[src/rtl/adc_ref_formatter_pkg.sv]
// Shared definitions for the ADC/setpoint formatter: FSM encoding, width
// derivations and the default alignment constants used by the loop blocks.
package adc_ref_formatter_pkg;

  typedef enum logic [1:0] {
    IDLE  = 2'd0,
    ACCUM = 2'd1,
    EMIT  = 2'd2
  } state_e;

  localparam int DEF_FRAC   = 2;
  localparam int DEF_OFFSET = 128;

  function automatic int sel_w(input int msb, input int lsb);
    return msb - lsb + 1;
  endfunction

  function automatic int acc_w(input int field_w, input int avg_log2);
    return field_w + avg_log2;
  endfunction

  // The sample counter keeps at least one bit even when averaging is disabled.
  function automatic int cnt_w(input int avg_log2);
    return (avg_log2 > 0) ? avg_log2 : 1;
  endfunction

  function automatic int max2(input int a, input int b);
    return (a > b) ? a : b;
  endfunction

endpackage

[src/rtl/adc_ref_formatter_fixpt_align.sv]
// Combinational fixed-point alignment: zero-extend an unsigned field, append
// FRAC fractional zeros and remove a constant offset, giving a signed result.
module adc_ref_formatter_fixpt_align #(
  parameter int IN_W   = 8,
  parameter int FRAC   = 2,
  parameter int OUT_W  = 19,
  parameter int OFFSET = 128
) (
  input  logic [IN_W-1:0]         x_i,
  output logic signed [OUT_W-1:0] y_o
);

  localparam logic signed [OUT_W-1:0] OFFSET_S = OUT_W'(OFFSET);

  // Headroom is guaranteed by the caller's width check, so no saturation.
  function automatic logic signed [OUT_W-1:0] align(input logic [IN_W-1:0] x);
    logic [OUT_W-1:0] shifted;
    shifted = OUT_W'(x) << FRAC;
    return $signed(shifted) - OFFSET_S;
  endfunction

  assign y_o = align(x_i);

endmodule

[src/rtl/adc_ref_formatter.sv]
// Registered setpoint/ADC formatter with optional block averaging of
// 2^AVG_LOG2 conversions and a one-cycle strobe per formatted sample.
module adc_ref_formatter
  import adc_ref_formatter_pkg::*;
#(
  parameter int REF_W    = 8,
  parameter int ADC_W    = 16,
  parameter int SEL_MSB  = 11,
  parameter int SEL_LSB  = 4,
  parameter int FRAC     = DEF_FRAC,
  parameter int OUT_W    = 19,
  parameter int OFFSET   = DEF_OFFSET,
  parameter int AVG_LOG2 = 2
) (
  input  logic                          clk,
  input  logic                          rst_n,
  input  logic [REF_W-1:0]              ref_i,
  input  logic [ADC_W-1:0]              datoADC,
  input  logic                          adc_valid,
  input  logic                          avg_en,
  output logic signed [OUT_W-1:0]       dato_ref,
  output logic signed [OUT_W-1:0]       dato_adc,
  output logic                          out_valid,
  output logic [cnt_w(AVG_LOG2)-1:0]    sample_cnt
);

  localparam int SEL_W  = sel_w(SEL_MSB, SEL_LSB);
  localparam int ACC_W  = acc_w(SEL_W, AVG_LOG2);
  localparam int CNT_W  = cnt_w(AVG_LOG2);
  localparam bit AVG_OK = (AVG_LOG2 > 0);
  localparam logic [CNT_W-1:0] CNT_LAST = CNT_W'((1 << AVG_LOG2) - 1);

  if (OUT_W < max2(REF_W, SEL_W) + FRAC + 1) begin : g_out_w_check
    $error("adc_ref_formatter: OUT_W too small for REF_W/SEL_W/FRAC");
  end
  if (AVG_LOG2 < 0 || AVG_LOG2 > 6) begin : g_avg_check
    $error("adc_ref_formatter: AVG_LOG2 must be within 0..6");
  end

  state_e                  state_q, state_d;
  logic                    mode_q, mode_d;
  logic [ACC_W-1:0]        acc_q, acc_d;
  logic [CNT_W-1:0]        cnt_q, cnt_d;
  logic signed [OUT_W-1:0] dref_q, dref_d;
  logic signed [OUT_W-1:0] dadc_q, dadc_d;

  logic [SEL_W-1:0]        field;
  logic [ACC_W-1:0]        sum;
  logic [SEL_W-1:0]        mean;
  logic [SEL_W-1:0]        adc_sel;
  logic                    block_start;
  logic                    pass;
  logic signed [OUT_W-1:0] ref_fmt;
  logic signed [OUT_W-1:0] adc_fmt;
  logic                    unused_adc_bits;

  // Bits of the raw word outside the selected field are deliberately ignored.
  assign unused_adc_bits = ^datoADC;

  assign field       = datoADC[SEL_MSB:SEL_LSB];
  assign sum         = acc_q + ACC_W'(field);
  assign mean        = SEL_W'(sum >> AVG_LOG2);
  assign block_start = adc_valid && (state_q != ACCUM);
  // Mode comes from avg_en only when a new block starts; mid-block it is frozen.
  assign pass        = !AVG_OK || !(block_start ? avg_en : mode_q);
  assign adc_sel     = pass ? field : mean;

  adc_ref_formatter_fixpt_align #(
    .IN_W(REF_W), .FRAC(FRAC), .OUT_W(OUT_W), .OFFSET(OFFSET)
  ) u_align_ref (
    .x_i(ref_i),
    .y_o(ref_fmt)
  );

  adc_ref_formatter_fixpt_align #(
    .IN_W(SEL_W), .FRAC(FRAC), .OUT_W(OUT_W), .OFFSET(OFFSET)
  ) u_align_adc (
    .x_i(adc_sel),
    .y_o(adc_fmt)
  );

  always_comb begin
    state_d = state_q;
    mode_d  = mode_q;
    acc_d   = acc_q;
    cnt_d   = cnt_q;
    dref_d  = dref_q;
    dadc_d  = dadc_q;
    if (adc_valid) begin
      if (block_start) mode_d = avg_en;
      if (pass || cnt_q == CNT_LAST) begin
        // Block complete: setpoint is captured on the same edge as the data.
        dref_d  = ref_fmt;
        dadc_d  = adc_fmt;
        acc_d   = '0;
        cnt_d   = '0;
        state_d = EMIT;
      end else begin
        acc_d   = sum;
        cnt_d   = cnt_q + 1'b1;
        state_d = ACCUM;
      end
    end else if (state_q == EMIT) begin
      state_d = IDLE;
    end
  end

  always_ff @(posedge clk or negedge rst_n) begin
    if (!rst_n) begin
      state_q <= IDLE;
      mode_q  <= 1'b0;
      acc_q   <= '0;
      cnt_q   <= '0;
      dref_q  <= '0;
      dadc_q  <= '0;
    end else begin
      state_q <= state_d;
      mode_q  <= mode_d;
      acc_q   <= acc_d;
      cnt_q   <= cnt_d;
      dref_q  <= dref_d;
      dadc_q  <= dadc_d;
    end
  end

  assign dato_ref   = dref_q;
  assign dato_adc   = dadc_q;
  assign out_valid  = (state_q == EMIT);
  assign sample_cnt = cnt_q;

endmodule

[config.mk]
export PLATFORM = sky130hd
export DESIGN_NAME = adc_ref_formatter
export DESIGN_NICKNAME = d
export VERILOG_FILES = /design/src/rtl/adc_ref_formatter_pkg.sv /design/src/rtl/adc_ref_formatter_fixpt_align.sv /design/src/rtl/adc_ref_formatter.sv
export SDC_FILE = /design/constraint.sdc
export NUM_CORES = 1
export LEC_CHECK = 0
export CORE_MARGIN = 2
export CORE_UTILIZATION = 40
export DETAILED_ROUTE_END_ITERATION = 12
export GPL_TIMING_DRIVEN = 0
export PLACE_DENSITY = 0.75
export SYNTH_ARGS = -nofsm -noshare
export SYNTH_HDL_FRONTEND = slang
export SYNTH_SLANG_ARGS = --single-unit
[constraint.sdc]
create_clock -name clk -period 3.5 [get_ports clk]
set_input_delay 0.7 -clock clk [delete_from_list [all_inputs] [get_ports clk]]
set_output_delay 0.7 -clock clk [all_outputs]
set_load 0.1 [all_outputs]
==> key figures <==
Hold path
  • Tightest Hold Check Type: in2async

Place
  • I/O Buffers: 55
  • Placer congestion estimate: a little over 0.9
  • Cell total after placement: between 300 and 400
  • HPWL after detailed placement: 3710 µm
  • Standard cell area after detailed placement: roughly 2800 µm²

Cells and area
  • Commonest non-fill, non-tap cell in the layout: sky130_fd_sc_hd__clkdlybuf4s50_1
  • Nets: 324
  • Synth-to-Final Area Change: 35.0%
  • Util after Layout: 56.0%
  • Commonest cells after routing, fill and taps aside: sky130_fd_sc_hd__clkdlybuf4s50_1 (54), sky130_fd_sc_hd__dfrtp_1 (33), sky130_fd_sc_hd__o21ai_0 (30)
  • FILL cells: 462
  • Multi-input gate area in the final layout: 1030 µm²
  • Cell Count, Final, Fillers Out: 354
  • Antenna fix cells: 0
  • Share of layout cells above drive strength 1: between 10% and 20%
  • Fin area: between 2000 and 3000 µm²
  • FF+latch area: 826 µm²

STA
  • Worst Max-Slew Pin Slew: 0.981 ns
  • Setup repair after global routing missed its margin: no
  • Headroom to the max-slew limit: 34.4%
  • Number of setup violations in the final report: 0
  • Skew final: 0.0103 ns
  • Summed negative setup slack over all endpoints: 0 ns
  • Part of the cycle the worst path needs: 93.2%
  • Final critical-path required period: 3.26 ns
  • Number of hold violations in the final report: 0
  • Number of max-slew violations in the final report: 0
  • Timing-limited maximum frequency: around 310 MHz

Die
  • Core Box Area: 5110 µm²
  • Initial standard-cell utilization of the core: between 40% and 50%
  • Height of the die: between 70 and 80 µm
  • Top-level I/O count: 69
  • # rows: 26
  • Area of the die: 5900 µm²
  • DIE WIDTH: ~77 µm

Global route
  • Antenna violations before repair: 0
  • Remaining global-route overflow: 0
  • Overall Global Routing Usage: 17.0%
  • Global routing met1 resource utilization: a little under a quarter
  • Number of global-route vias before repair: 1703
  • Top Usage Layer GRT: met2
  • Global routing usage on met3: 4.35%
  • Wire length of the first global-routing pass: 8050 µm
  • Met2 track demand over resource: 26.2%
  • Largest net degree at the start of global routing: 34

Synthesis
  • Top_reg_cell synth: sky130_fd_sc_hd__dfrtp_1
  • Cell count after synthesis: 219
  • Post-synthesis register bit count: 33
  • Number of enable-type register cells in the synthesized netlist: 0
  • Synthesized cell area: between 2000 and 2500 µm²
  • Cell types occupying the most area after synthesis: sky130_fd_sc_hd__dfrtp_1 (39%), sky130_fd_sc_hd__buf_4 (7.4%), sky130_fd_sc_hd__o21ai_0 (7.1%), sky130_fd_sc_hd__ha_1 (6.5%), sky130_fd_sc_hd__inv_1 (3.7%)
  • Sequential element share of the synthesized area: about two fifths
  • Average cell area after synthesis: 9.68 µm²
  • Yosys warning total: 0
  • Yosys top cell area share: 39.0%
  • Asr flop ratio synth: 100%
  • Area leader, netlist: sky130_fd_sc_hd__dfrtp_1
  • Synth cell types: 53

Pwr
  • Standby leakage power: 1.29 nW
  • Switch share: between 50% and 60%
  • Reg power frac: 20.9%
  • Power density relative to cell area: 975 nW/µm²
  • Fraction of power consumed by the clock network: between 10% and 20%
  • Net switching power: 1.62 mW
  • Cell internal power dissipation: 1.17 mW
  • Combinational power share: 68.5%
  • Maximum VDD drop: 0.000512 V

Clocking
  • Clock transition time at the flip-flop clock pins of the worst setup and hold paths: 0.07 ns
  • Number of clock sinks: 33
  • Library cell used as clock root buffer: sky130_fd_sc_hd__clkbuf_8
  • Deepest level of the CTS H-tree: 2
  • Clock tree from TritonCTS: yes
  • Number of buffers on the longest clock path: 2
  • CTS buffer count: 5
  • Worst-Skew Late Latency: 0.29 ns

Worst setup path
  • Worst Setup Start Kind: input pin
  • Required @ worst endpoint: 3.67 ns
  • Endpoint type of the worst setup path: flip-flop
  • Highest-delay cell along the critical path: sky130_fd_sc_hd__clkdlybuf4s50_1
  • Critical path's largest stage delay: ~0.50 ns
  • Crit path DAT: 3.43 ns
  • Sequence of cells on the critical path: clkdlybuf4s50_1 > ha_1 > inv_1 > fa_1 > nand2b_1 > a211oi_1 > o221a_2 > a221oi_2 > inv_1 > ha_1 > inv_1 > a2111oi_1 > o31ai_1
  • Setup Crit Path Kind: in2reg
  • Max Fanout on Critical Path: 3
  • Top cell by count, worst path: sky130_fd_sc_hd__inv_1

Route
  • Routed vias/inst: 5.13
  • Average wire length per cell after detail routing: ~14 µm
  • Routed Wire Length: 4940 µm
  • Count of unresolved DRC violations after routing: 0
  • Routed via count: roughly 1800
  • Antenna Nets Post-Route: 0
  • Number of iterations in the first detailed-routing pass: 4
  • Drt first-iter violations: 122

Run
  • Number of max-cap violations: 0

Status
  • Result of the run: finished, final reports clean
[synth_stat cells, types with 2 or more instances]
library cell and n:
sky130_fd_sc_hd__dfrtp_1 33, sky130_fd_sc_hd__o21ai_0 30, sky130_fd_sc_hd__buf_4 21, sky130_fd_sc_hd__inv_1 21, sky130_fd_sc_hd__a21oi_1 11, sky130_fd_sc_hd__ha_1 11
sky130_fd_sc_hd__nand3_1 8, sky130_fd_sc_hd__mux2_2 6, sky130_fd_sc_hd__a21o_1 5, sky130_fd_sc_hd__a211oi_1 4, sky130_fd_sc_hd__mux2i_1 4, sky130_fd_sc_hd__nor3_1 4
sky130_fd_sc_hd__o31ai_1 4, sky130_fd_sc_hd__xnor2_1 4, sky130_fd_sc_hd__nor2_1 3, sky130_fd_sc_hd__a221oi_1 2, sky130_fd_sc_hd__a31o_2 2, sky130_fd_sc_hd__buf_2 2
sky130_fd_sc_hd__clkbuf_1 2, sky130_fd_sc_hd__clkbuf_2 2, sky130_fd_sc_hd__clkinv_1 2, sky130_fd_sc_hd__nand4_1 2, sky130_fd_sc_hd__o21a_1 2, sky130_fd_sc_hd__o2bb2ai_1 2
sky130_fd_sc_hd__o32ai_1 2, sky130_fd_sc_hd__o41ai_1 2, sky130_fd_sc_hd__or3_1 2
[through the flow]
step | hold WS [ns] | power, mW | setup slack (ns)
6_report | 0.466 | 2.79 | 0.239
5_1_grt | 0.528 | 2.91 | 0.0177
4_1_cts | 0.502 | 2.79 | 0.182
3_5_place_dp | 0.494 | 2.49 | -0.0854
3_3_place_gp | 0.478 | 2.47 | -0.0379
2_1_floorplan | 0.404 | 2.08 | 0.738
[routing by layer]
layer,part of all wire (%),up-vias
met3,7.8,9
met5,0,-
li1,-,893
met2,46,75
met4,1.5,0
met1,45,839
[power groups by stage]
stage	Combinational [mW]	Clock, mW	Sequential (mW)
final	1.91	0.297	0.583
after global routing	1.99	0.314	0.602
after CTS	1.91	0.301	0.585
after detailed placement	1.90	0	0.592
after global placement	1.89	0	0.588
after floorplan	0.898	0	1.18
[sequential cells by signal, indices dropped and copies added (netlist names)]
| signal | cells |
|---|---|
| acc_q | 10 |
| dato_adc | 9 |
| dato_ref | 9 |
| sample_cnt | 2 |
| state_q | 2 |
| mode_q | 1 |
[cell families after synthesis]
logic type / after synthesis / share of synthesized area (%)
compound gates: 77 / 24.2
buf+inv: 51 / 13.3
flops: 33 / 39.0
simple gates: 30 / 8.74
fa+ha+maj: 12 / 7.44
mux: 10 / 5.08
xor+xnor: 5 / 2.07
other cells: 1 / 0.177
[layout make-up]
| type | count | area share (%) |
|---|---|---|
| multi-input combinational | 138 | 36.0 |
| sequential | 33 | 28.9 |
| timing repair buffer | 55 | 19.1 |
| buffer | 28 | 6.86 |
| tap | 70 | 3.06 |
| inverter | 23 | 3.02 |
| clock buffer | 6 | 2.89 |
| clock inverter | 1 | 0.262 |
[worst paths after layout]
path,slack (ns),to,depth (start not counted),from
setup reg to reg,0.81,dato_adc[9]$_DFFE_PN0P_,12,acc_q[0]$_DFFE_PN0P_
max in group asynchronous,2.56,state_q[0]$_DFFE_PN0P_,1,rst_n
hold reg to reg,0.50,dato_ref[5]$_DFFE_PN0P_,1,dato_ref[5]$_DFFE_PN0P_
hold / removal,0.47,dato_ref[9]$_DFFE_PN0P_,1,rst_n
setup / recovery,0.24,dato_adc[9]$_DFFE_PN0P_,13,datoADC[4]
min in group clk,0.50,dato_ref[5]$_DFFE_PN0P_,1,dato_ref[5]$_DFFE_PN0P_
[worst max-delay path: cells and delay by family]
kind                       cells  cell delay (ns)
AOI/OAI and AO/OA              5             1.07
adders and majority gates      3             0.74
buffers and inverters          4             0.69
and+or+nand+nor                1             0.20
[repair_timing]
| action | 4_1_cts | 5_1_grt |
|---|---|---|
| setup endpoints to repair | 0 | 2 |
| gates resized for setup | 0 | 2 |
| setup buffers | 0 | 0 |
| hold buffers | 0 | 0 |
No activity file was read; power rests on OpenSTA's default activity.
